## src/rtl/xsr_pkg.sv

```systemverilog
// Shared constants, entry format and helpers for the xsr receive controller.
// Optional break detection is enabled with XSR_RXCTL_BREAK_EN.
package xsr_pkg;

  localparam logic [2:0] S_IDLE   = 3'd0;
  localparam logic [2:0] S_ARM    = 3'd1;
  localparam logic [2:0] S_START  = 3'd2;
  localparam logic [2:0] S_RECV   = 3'd3;
  localparam logic [2:0] S_CHECK  = 3'd4;
  localparam logic [2:0] S_WAITHI = 3'd5;

  localparam int ERR_FRM = 0;
  localparam int ERR_PAR = 1;
  localparam int ERR_BRK = 2;

  localparam logic [3:0] MIN_DBITS = 4'd5;
  localparam logic [3:0] MAX_DBITS = 4'd8;

  localparam int RX_W = 11;

  typedef struct packed {
    logic [2:0] err;
    logic [7:0] dat;
  } rx_ent_t;

  function automatic logic [5:0] frame_len(
    input logic [3:0] d,
    input logic       p
  );
    return 6'd2 + {2'b00, d} + {5'b0, p};
  endfunction

  function automatic logic [3:0] clamp_dbits(
    input logic [3:0] d
  );
    if (d < MIN_DBITS) return MIN_DBITS;
    if (d > MAX_DBITS) return MAX_DBITS;
    return d;
  endfunction

endpackage

```

## src/rtl/xsr_rxfifo.sv

```systemverilog
// Small receive FIFO with wrap-bit pointers; head is zero when empty.
// A pop in the same cycle makes room for a push into a full FIFO.
module xsr_rxfifo #(
  parameter int DEPTH = 4,
  parameter int WIDTH = 11
) (
  input  logic             clk_i,
  input  logic             reset_i,
  input  logic             push_i,
  input  logic [WIDTH-1:0] wdata_i,
  input  logic             pop_i,
  output logic [WIDTH-1:0] rdata_o,
  output logic             full_o,
  output logic             empty_o
);

  localparam int AW = $clog2(DEPTH);

  logic [AW:0]      wptr_q, wptr_d;
  logic [AW:0]      rptr_q, rptr_d;
  logic [WIDTH-1:0] mem_q [DEPTH];
  logic [WIDTH-1:0] mem_d [DEPTH];
  logic             do_pop;
  logic             do_push;

  assign empty_o = (wptr_q == rptr_q);
  assign full_o  = (wptr_q[AW] != rptr_q[AW]) &&
                   (wptr_q[AW-1:0] == rptr_q[AW-1:0]);
  assign do_pop  = pop_i & ~empty_o;
  assign do_push = push_i & (~full_o | do_pop);
  assign rdata_o = empty_o ? '0 : mem_q[rptr_q[AW-1:0]];

  always_comb begin
    wptr_d = wptr_q;
    rptr_d = rptr_q;
    mem_d  = mem_q;
    if (do_push) begin
      mem_d[wptr_q[AW-1:0]] = wdata_i;
      wptr_d = wptr_q + 1'b1;
    end
    if (do_pop) rptr_d = rptr_q + 1'b1;
  end

  always_ff @(posedge clk_i) begin
    if (reset_i) begin
      wptr_q <= '0;
      rptr_q <= '0;
    end else begin
      wptr_q <= wptr_d;
      rptr_q <= rptr_d;
    end
  end

  always_ff @(posedge clk_i) begin
    mem_q <= mem_d;
  end

endmodule

```

## src/rtl/xsr_rxctl.sv

```systemverilog
// Sequences one xsr shift-register receive per serial frame and queues results.
// Define XSR_RXCTL_BREAK_EN to build the break (all-zero frame) detector.
module xsr_rxctl
  import xsr_pkg::*;
#(
  parameter int DEPTH = 4,
  parameter int SYNC  = 2
) (
  input  logic        clk_i,
  input  logic        reset_i,
  input  logic        en_i,
  input  logic [3:0]  cfg_dbits_i,
  input  logic        cfg_par_en_i,
  input  logic        cfg_par_odd_i,
  input  logic [63:0] cfg_baud_i,
  input  logic        rxd_i,
  output logic        xsr_reset_o,
  output logic [5:0]  xsr_bits_o,
  output logic [63:0] xsr_baud_o,
  input  logic        xsr_idle_i,
  input  logic [63:0] xsr_dat_i,
  output logic [7:0]  rx_dat_o,
  output logic [2:0]  rx_err_o,
  output logic        rx_valid_o,
  input  logic        rx_ready_i,
  output logic        ovr_o,
  input  logic        ovr_clr_i
);

  logic [SYNC-1:0] sync_q, sync_d;
  logic [2:0]      state_q, state_d;
  logic            xrst_q, xrst_d;
  logic [5:0]      bits_q, bits_d;
  logic [3:0]      dbits_q, dbits_d;
  logic            par_q, par_d;
  logic            odd_q, odd_d;
  logic [63:0]     baud_q, baud_d;
  logic            ovr_q, ovr_d;

  logic            rxd_s;
  logic            arm;
  logic [6:0]      sh;
  logic [7:0]      dmask;
  logic [7:0]      data;
  logic            par_err;
  logic            frm_err;
  logic            brk;
  logic            push;
  logic            pop_fire;
  logic            full;
  logic            empty;
  rx_ent_t         wr_ent;
  rx_ent_t         hd_ent;

  assign sync_d = {sync_q[SYNC-2:0], rxd_i};
  assign rxd_s  = sync_q[SYNC-1];

  always_comb begin
    state_d = state_q;
    unique case (state_q)
      S_IDLE:   if (!rxd_s) state_d = S_ARM;
      S_ARM:    state_d = S_START;
      S_START:  if (!xsr_idle_i) state_d = S_RECV;
      S_RECV:   if (xsr_idle_i) state_d = S_CHECK;
      S_CHECK:  state_d = S_WAITHI;
      S_WAITHI: if (rxd_s) state_d = S_IDLE;
      default:  state_d = S_IDLE;
    endcase
    if (!en_i) state_d = S_IDLE;
  end

  assign arm    = (state_q == S_IDLE) && (state_d == S_ARM);
  assign xrst_d = !((state_d == S_ARM) || (state_d == S_START) ||
                    (state_d == S_RECV) || (state_d == S_CHECK));

  always_comb begin
    dbits_d = dbits_q;
    par_d   = par_q;
    odd_d   = odd_q;
    baud_d  = baud_q;
    bits_d  = bits_q;
    if (arm) begin
      dbits_d = clamp_dbits(cfg_dbits_i);
      par_d   = cfg_par_en_i;
      odd_d   = cfg_par_odd_i;
      baud_d  = cfg_baud_i;
      bits_d  = frame_len(clamp_dbits(cfg_dbits_i), cfg_par_en_i);
    end
  end

  // Data LSB sits one above the start bit, which is at 64-N.
  assign sh      = 7'd65 - {1'b0, bits_q};
  assign dmask   = 8'hFF >> (4'd8 - dbits_q);
  assign data    = 8'(xsr_dat_i >> sh) & dmask;
  assign par_err = par_q & ((^data ^ xsr_dat_i[62]) != odd_q);
  assign frm_err = ~xsr_dat_i[63];

`ifdef XSR_RXCTL_BREAK_EN
  assign brk = ((xsr_dat_i >> (sh - 7'd1)) == 64'd0);
`else
  assign brk = 1'b0;
`endif

  always_comb begin
    wr_ent = '0;
    wr_ent.dat = data;
    wr_ent.err[ERR_FRM] = frm_err;
    wr_ent.err[ERR_PAR] = par_err;
    wr_ent.err[ERR_BRK] = brk;
  end

  assign push     = (state_q == S_CHECK) && en_i;
  assign pop_fire = rx_ready_i & ~empty;

  always_comb begin
    ovr_d = ovr_q;
    if (ovr_clr_i) ovr_d = 1'b0;
    if (push && full && !pop_fire) ovr_d = 1'b1;
  end

  xsr_rxfifo #(
    .DEPTH (DEPTH),
    .WIDTH (RX_W)
  ) u_fifo (
    .clk_i   (clk_i),
    .reset_i (reset_i),
    .push_i  (push),
    .wdata_i (wr_ent),
    .pop_i   (rx_ready_i),
    .rdata_o (hd_ent),
    .full_o  (full),
    .empty_o (empty)
  );

  always_ff @(posedge clk_i) begin
    if (reset_i) begin
      sync_q  <= '1;
      state_q <= S_IDLE;
      xrst_q  <= 1'b1;
      bits_q  <= 6'd11;
      dbits_q <= MAX_DBITS;
      par_q   <= 1'b1;
      odd_q   <= 1'b0;
      baud_q  <= '0;
      ovr_q   <= 1'b0;
    end else begin
      sync_q  <= sync_d;
      state_q <= state_d;
      xrst_q  <= xrst_d;
      bits_q  <= bits_d;
      dbits_q <= dbits_d;
      par_q   <= par_d;
      odd_q   <= odd_d;
      baud_q  <= baud_d;
      ovr_q   <= ovr_d;
    end
  end

  assign xsr_reset_o = xrst_q;
  assign xsr_bits_o  = bits_q;
  assign xsr_baud_o  = baud_q;
  assign rx_dat_o    = hd_ent.dat;
  assign rx_err_o    = hd_ent.err;
  assign rx_valid_o  = ~empty;
  assign ovr_o       = ovr_q;

endmodule

```

## config.mk

```make
export PLATFORM = sky130hd
export DESIGN_NAME = xsr_rxctl
export DESIGN_NICKNAME = d
export VERILOG_FILES = /design/src/rtl/xsr_pkg.sv /design/src/rtl/xsr_rxfifo.sv /design/src/rtl/xsr_rxctl.sv
export SDC_FILE = /design/constraint.sdc
export NUM_CORES = 1
export LEC_CHECK = 0
export BUFFER_PORTS_ARGS = -buffer_cell sky130_fd_sc_hd__buf_2
export CORE_ASPECT_RATIO = 0.8
export CORE_UTILIZATION = 52
export DETAILED_ROUTE_END_ITERATION = 7
export MAX_ROUTING_LAYER = met4
export PLACE_DENSITY = 0.89
export SYNTH_ARGS = -nofsm -noshare
export SYNTH_HDL_FRONTEND = slang
export SYNTH_SLANG_ARGS = --single-unit
```

## constraint.sdc

```tcl
create_clock -name clk_i -period 5 [get_ports clk_i]
set_input_delay 0.5 -clock clk_i [delete_from_list [all_inputs] [get_ports clk_i]]
set_output_delay 0.5 -clock clk_i [all_outputs]
set_load 0.03 [all_outputs]
```

==> flow_summary.ini, run 1 <==
[status]
outcome = finished clean

[timing]
hold_slack_ps = 277.3
finClkSkew_ps = 12.75
min_period_ps = 4293
worstMarginPinSlew_ps = 1001
max_freq_ghz = 0.2330
hold_viol_final = 0
setup_tns_ps = 0
slew_viol_final = 0
setup_viol = 0
fin_crit_sh_pct = 85.85
slew_headroom_pct = 33.30
rsz0062_at_grt = no

[global_route]
antenna_found_initial = 0
grt_pass1_vias = 6245
gr-total-overflow = 0
grt_max_degree = 86
grt_pass1_wl_um = 31690
grt.total_usage_pct = 28.82

[routing]
routed_wl_um = 20510
routedWlPerCell_um = 17.82
drt_iter0_drc = 691
vias = 6699
postRouteAntennaNets = 0
via_per_inst = 5.820
firstDrtPassIters = 5
drc_errors = 0

[placement]
dp_hpwl_um = 14770
port_buffers = 216
place.gp.congestion = 0.9467
place_inst = 1118
place_area_um2 = 8582

[clock_tree]
cts_root_buf = clkbuf_16
numCtsBuffers = 17
hold_buffers = 0
cts_tree = yes
clk_latency_ps = 420
post_cts_buffers = 0
clock_path_buffers = 2
cts.sinks = 128
htreeDepth = 4
clk_pin_slew_ps = 60
ctsResizeCount = 0

[final_layout]
final_cell_area_um2 = 9244
final_common_cell = buf_2
nets = 1110
final_util_pct = 67.27
drive_gt1_share_pct = 34.95
final_cell_count_no_fill = 1151
area_delta_synth_final_pct = 24.21
most-common-layout-cells = buf_2, nand2_1, dfxtp_1

[synthesis]
ys_types = 63
synthAdderAreaFrac_pct = 2.017
synth_warnings = 0
synth.yosys.seq_area_share_pct = 39.81
synth_area_leader_cell = dfxtp_1
synth.avg_cell_area_um2 = 9.678
synth-main-ff-cell = dfxtp_1
postSynthCellCount = 769
synthMuxAreaShare_pct = 21.72
synth_top_area_share_pct = 23.67
synth_area_um2 = 7442
synth_edf_count = 40
ys_top_cells_by_area = dfxtp_1, edfxtp_1, mux4_2
async_reset_ff_share_pct = 0
synth_top_family_by_area = multiplexers
synth_compound_area_share_pct = 12.47
yosys.area_share.simple_pct = 16.85
synth_seq_cells = 128
synth_xor_area_share_pct = 2.623

[critical_path]
cp.arrival_ps = 4480
worstPathRequired_ps = 5190
timing.reg2reg.worst_path_depth = 11
crit_fanout = 27
cp-end-kind = register
start_kind = register
crit_type = reg -> reg

[floorplan]
ios = 225
coreArea_um2 = 13740
die_x_um = 135.8
start_util_pct = 54.16
rows = 38
die_area_um2 = 14800
fp.dieH_um = 109

[flow_run]
cap_violations = 0

[pwr]
clock_power_share_pct = 45.7
leakagePower_nw = 3.949
ir_worst_vdd_mv = 0.3403
pwr-share-seq_pct = 38.2
switching_share_pct = 25.40
comb_power_share_pct = 16.1
p_per_area_nw_per_um2 = 317.1
intPower_mw = 2.187
p_sw_uw = 744.6

[worst_hold_path]
min_path_type = in -> reg
whs_path_depth = 2
## logic make-up (layout without fill, tap and decap cells)
kind of cell / after synthesis / after routing
AND/OR/NAND/NOR: 289 / 289
multiplexers: 98 / 98
other: 1 / 3
buffers and inverters: 76 / 276
AO/OA/AOI/OAI: 148 / 148
adder cells (fa/ha/maj): 12 / 12
flip-flops: 128 / 128
XOR/XNOR: 17 / 17
## state kept, by name, indices dropped and copies added, names as in the netlist
| register | cells |
|---|---|
| dbits_q | 4 |
| odd_q | 1 |
| ovr_o | 1 |
| par_q | 1 |
| state_q | 3 |
| sync_q | 2 |
| u_fifo.mem_q | 40 |
| u_fifo.rptr_q | 3 |
| u_fifo.wptr_q | 3 |
| xsr_baud_o | 64 |
| xsr_bits_o | 5 |
| xsr_reset_o | 1 |
## per-stage QoR
stage / worst slack, ps / power [mW]
after global routing: 609.6 / 3.032
final: 707.3 / 2.931
after detailed placement: 904.3 / 1.602
after floorplan: 979.5 / 1.454
after CTS: 880.3 / 2.943
after global placement: 954.3 / 1.589
## power by group through the flow
| stage | Sequential (mW) | Clock [mW] | Combinational (mW) |
|---|---|---|---|
| after floorplan | 1.17 | 0 | 0.288 |
| after global placement | 1.14 | 0 | 0.448 |
| after detailed placement | 1.14 | 0 | 0.460 |
| after CTS | 1.12 | 1.36 | 0.463 |
| after global routing | 1.12 | 1.41 | 0.506 |
| final | 1.12 | 1.34 | 0.471 |
## worst max-delay path, stage by stage, from the launching register on
cell and delay, ps:
dfxtp_4 340, inv_1 280, ha_2 370, xnor2_4 130
buf_4 340, mux4_2 350, mux2_2 320, a2111oi_0 780
nor3_1 240, xnor3_1 430, nand2b_1 150, mux2i_1 320
## synth_stat cells (2+ instances only)
library cell / number
a311oi_1: 6
dfxtp_1: 88
a211oi_1: 7
buf_2: 13
and2_1: 7
buf_4: 8
a31oi_1: 5
buf_1: 2
o211ai_1: 10
o21a_1: 2
o22ai_1: 5
nor4_1: 4
nand2_1: 188
nor2b_1: 13
a41oi_1: 2
o2bb2ai_1: 2
nand2b_1: 7
mux2i_1: 34
edfxtp_1: 40
nand3b_1: 2
inv_1: 16
mux2_2: 15
or3b_2: 2
a2111oi_0: 2
or2_2: 4
nand3_1: 8
nor3_1: 9
mux4_2: 48
a211o_1: 3
nor2_1: 32
xnor2_1: 9
nor3b_1: 2
o2111ai_1: 4
and3_1: 4
clkbuf_1: 36
ha_1: 12
nand4_1: 2
o21ai_0: 13
xor2_1: 5
xnor3_1: 2
a21oi_1: 74
## path summary, 6_finish.rpt
kind / start / to / slack (ps)
min: rxd_i / sync_q[0] / 280
max: xsr_bits_o[1] / u_fifo.mem_q[9] / 710
max reg2reg: xsr_bits_o[1] / u_fifo.mem_q[9] / 710
min reg2reg: sync_q[0] / sync_q[1] / 430
## metal layers
| metal | vias to the layer above | wire, um | part of all wire [%] | global-route usage (%) |
|---|---|---|---|---|
| met1 | 3133 | 8198 | 40 | 35.92 |
| met3 | 60 | 2023 | 9.9 | 9.856 |
| met4 | 0 | 553 | 2.7 | 10.67 |
| met5 | - | 0 | 0 | - |
| met2 | 349 | 9738 | 47 | 43.33 |
| li1 | 3157 | - | - | - |
## area by class of cell
cell class	instances	area [um^2]
repair buffers	227	1164
clock buffers	22	530.5
flip-flops and latches	128	2968
well taps	180	225.2
inverters	17	63.81
clock inverters	10	128.9
fillers	1010	4497
multi-input cells	566	4161
diodes	1	2.502
Note: power is estimated with default switching activity, not from simulation.
==> run 2: changes to the inputs <==
- RECOVER_POWER: default -> 50
==> run 2 against run 1 <==
  * The flow now finishes with violations (capacitance limit, slew limit)
  * Routed wire length is 0.17% lower
  * Cell count stayed put
  * Flip-flop and latch count stayed put
==> flow_summary.ini, run 2 (synthesis results as in run 1) <==
[clock_tree]
numCtsBuffers = 17
htreeDepth = 4
clk_latency_ps = 420
cts_root_buf = clkbuf_16
clk_pin_slew_ps = 60
cts_tree = yes
clock_path_buffers = 2
post_cts_buffers = 0
ctsResizeCount = 0
cts.sinks = 128
hold_buffers = 0

[final_layout]
n_fill_cell = 1050
final_cell_area_um2 = 9148
drive_gt1_share_pct = 27.42
final_common_cell = nand2_1
area_delta_synth_final_pct = 22.92
final_cell_count_no_fill = 1151
most-common-layout-cells = nand2_1, buf_2, dfxtp_1
largest_reg_flops = 64
nets = 1110

[global_route]
grt_max_degree = 86
gr-total-overflow = 0
grt.total_usage_pct = 28.82
grt_pass1_wl_um = 31690
grt_pass1_vias = 6245
antenna_found_initial = 0

[critical_path]
crit_type = reg -> reg
timing.reg2reg.worst_path_depth = 8
cp-end-kind = register
cp.arrival_ps = 4490
start_kind = register
slowest_delay_ps = 1130
crit_fanout = 35
cp_cell_sequence = clkbuf_1 -> mux4_2 -> and2_1 -> a2111oi_0 -> a41oi_1 -> and3_1 -> xnor3_1 -> mux2i_1
cp_slowest_cell = clkbuf_1
worstPathRequired_ps = 5190

[floorplan]
fp.dieH_um = 109
ios = 225
start_util_pct = 54.16
die_x_um = 135.8
rows = 38
coreArea_um2 = 13740
die_area_um2 = 14800

[routing]
drt_iter0_drc = 645
vias = 6724
firstDrtPassIters = 5
routedWlPerCell_um = 17.79
routed_wl_um = 20480
drc_errors = 0
via_per_inst = 5.842
postRouteAntennaNets = 0

[timing]
worstMarginPinSlew_ps = 3550
min_period_ps = 4297
max_freq_ghz = 0.2327
layout_setup_ws_ps = 702.6
setup_viol = 0
setup_tns_ps = 0
hold_slack_ps = 274.1
slew_headroom_pct = -136.7
fin_crit_sh_pct = 85.95
hold_viol_final = 0
rsz0062_at_grt = no
slew_viol_final = 86
finClkSkew_ps = 12.93

[worst_hold_path]
min_path_type = in -> reg
whs_path_depth = 2

[pwr]
p_per_area_nw_per_um2 = 320.0
leakagePower_nw = 3.643
ir_worst_vdd_mv = 0.3078

[placement]
dp_hpwl_um = 14770
place_inst = 1118
port_buffers = 216
place.gp.congestion = 0.9467
post-place-ws_ps = 904.3
place_area_um2 = 8582

[status]
violations = capacitance limit, slew limit
outcome = finished, violations left

[flow_run]
cap_violations = 2
==> run 2: stage by stage <==
| stage | util, % | power [mW] |
|---|---|---|
| after floorplan | - | 1.454 |
| after global placement | 62.46 | 1.589 |
| after detailed placement | 62.46 | 1.602 |
| after CTS | 67.26 | 2.943 |
| after global routing | 66.55 | 3.029 |
| final | 66.57 | 2.928 |
==> run 2: per-layer routing <==
metal / global-route usage (%) / vias up / part of all wire (%)
met5: - / - / 0
met4: 10.67 / 0 / 2.7
met3: 9.856 / 61 / 10
met2: 43.33 / 359 / 47
met1: 35.92 / 3148 / 40
li1: - / 3156 / -
==> run 2: power by group <==
| part | switching, mW | internal (mW) | total, mW | leakage, nW |
|---|---|---|---|---|
| sequential | 0.0107 | 1.11 | 1.12 | 1.07 |
| combinational | 0.260 | 0.207 | 0.467 | 2.25 |
| clock | 0.474 | 0.866 | 1.34 | 0.323 |
==> run 2: path summary, 6_finish.rpt <==
path | startpoint | to | slack, ps
max | xsr_bits_o[0] | u_fifo.mem_q[9] | 700
min | rxd_i | sync_q[0] | 270
max reg2reg | xsr_bits_o[0] | u_fifo.mem_q[9] | 700
min reg2reg | sync_q[0] | sync_q[1] | 430
==> run 2: cell type report <==
class / count / area [um^2] / share of cell area [%]
inverter: 17 / 63.81 / 0.6976
clock inverter: 10 / 128.9 / 1.409
sequential: 128 / 2968 / 32.44
antenna: 1 / 2.502 / 0.02736
clock buffer: 22 / 530.5 / 5.799
tap: 180 / 225.2 / 2.462
multi-input combinational: 566 / 4161 / 45.49
timing repair buffer: 227 / 1067 / 11.67
==> run 2: critical path: cells and delay by family, from the launching register on <==
kind | cells | cell delay [ps]
buf+inv | 1 | 1130
mux | 2 | 780
compound gates | 2 | 720
flops | 1 | 570
simple gates | 2 | 480
xor+xnor | 1 | 380
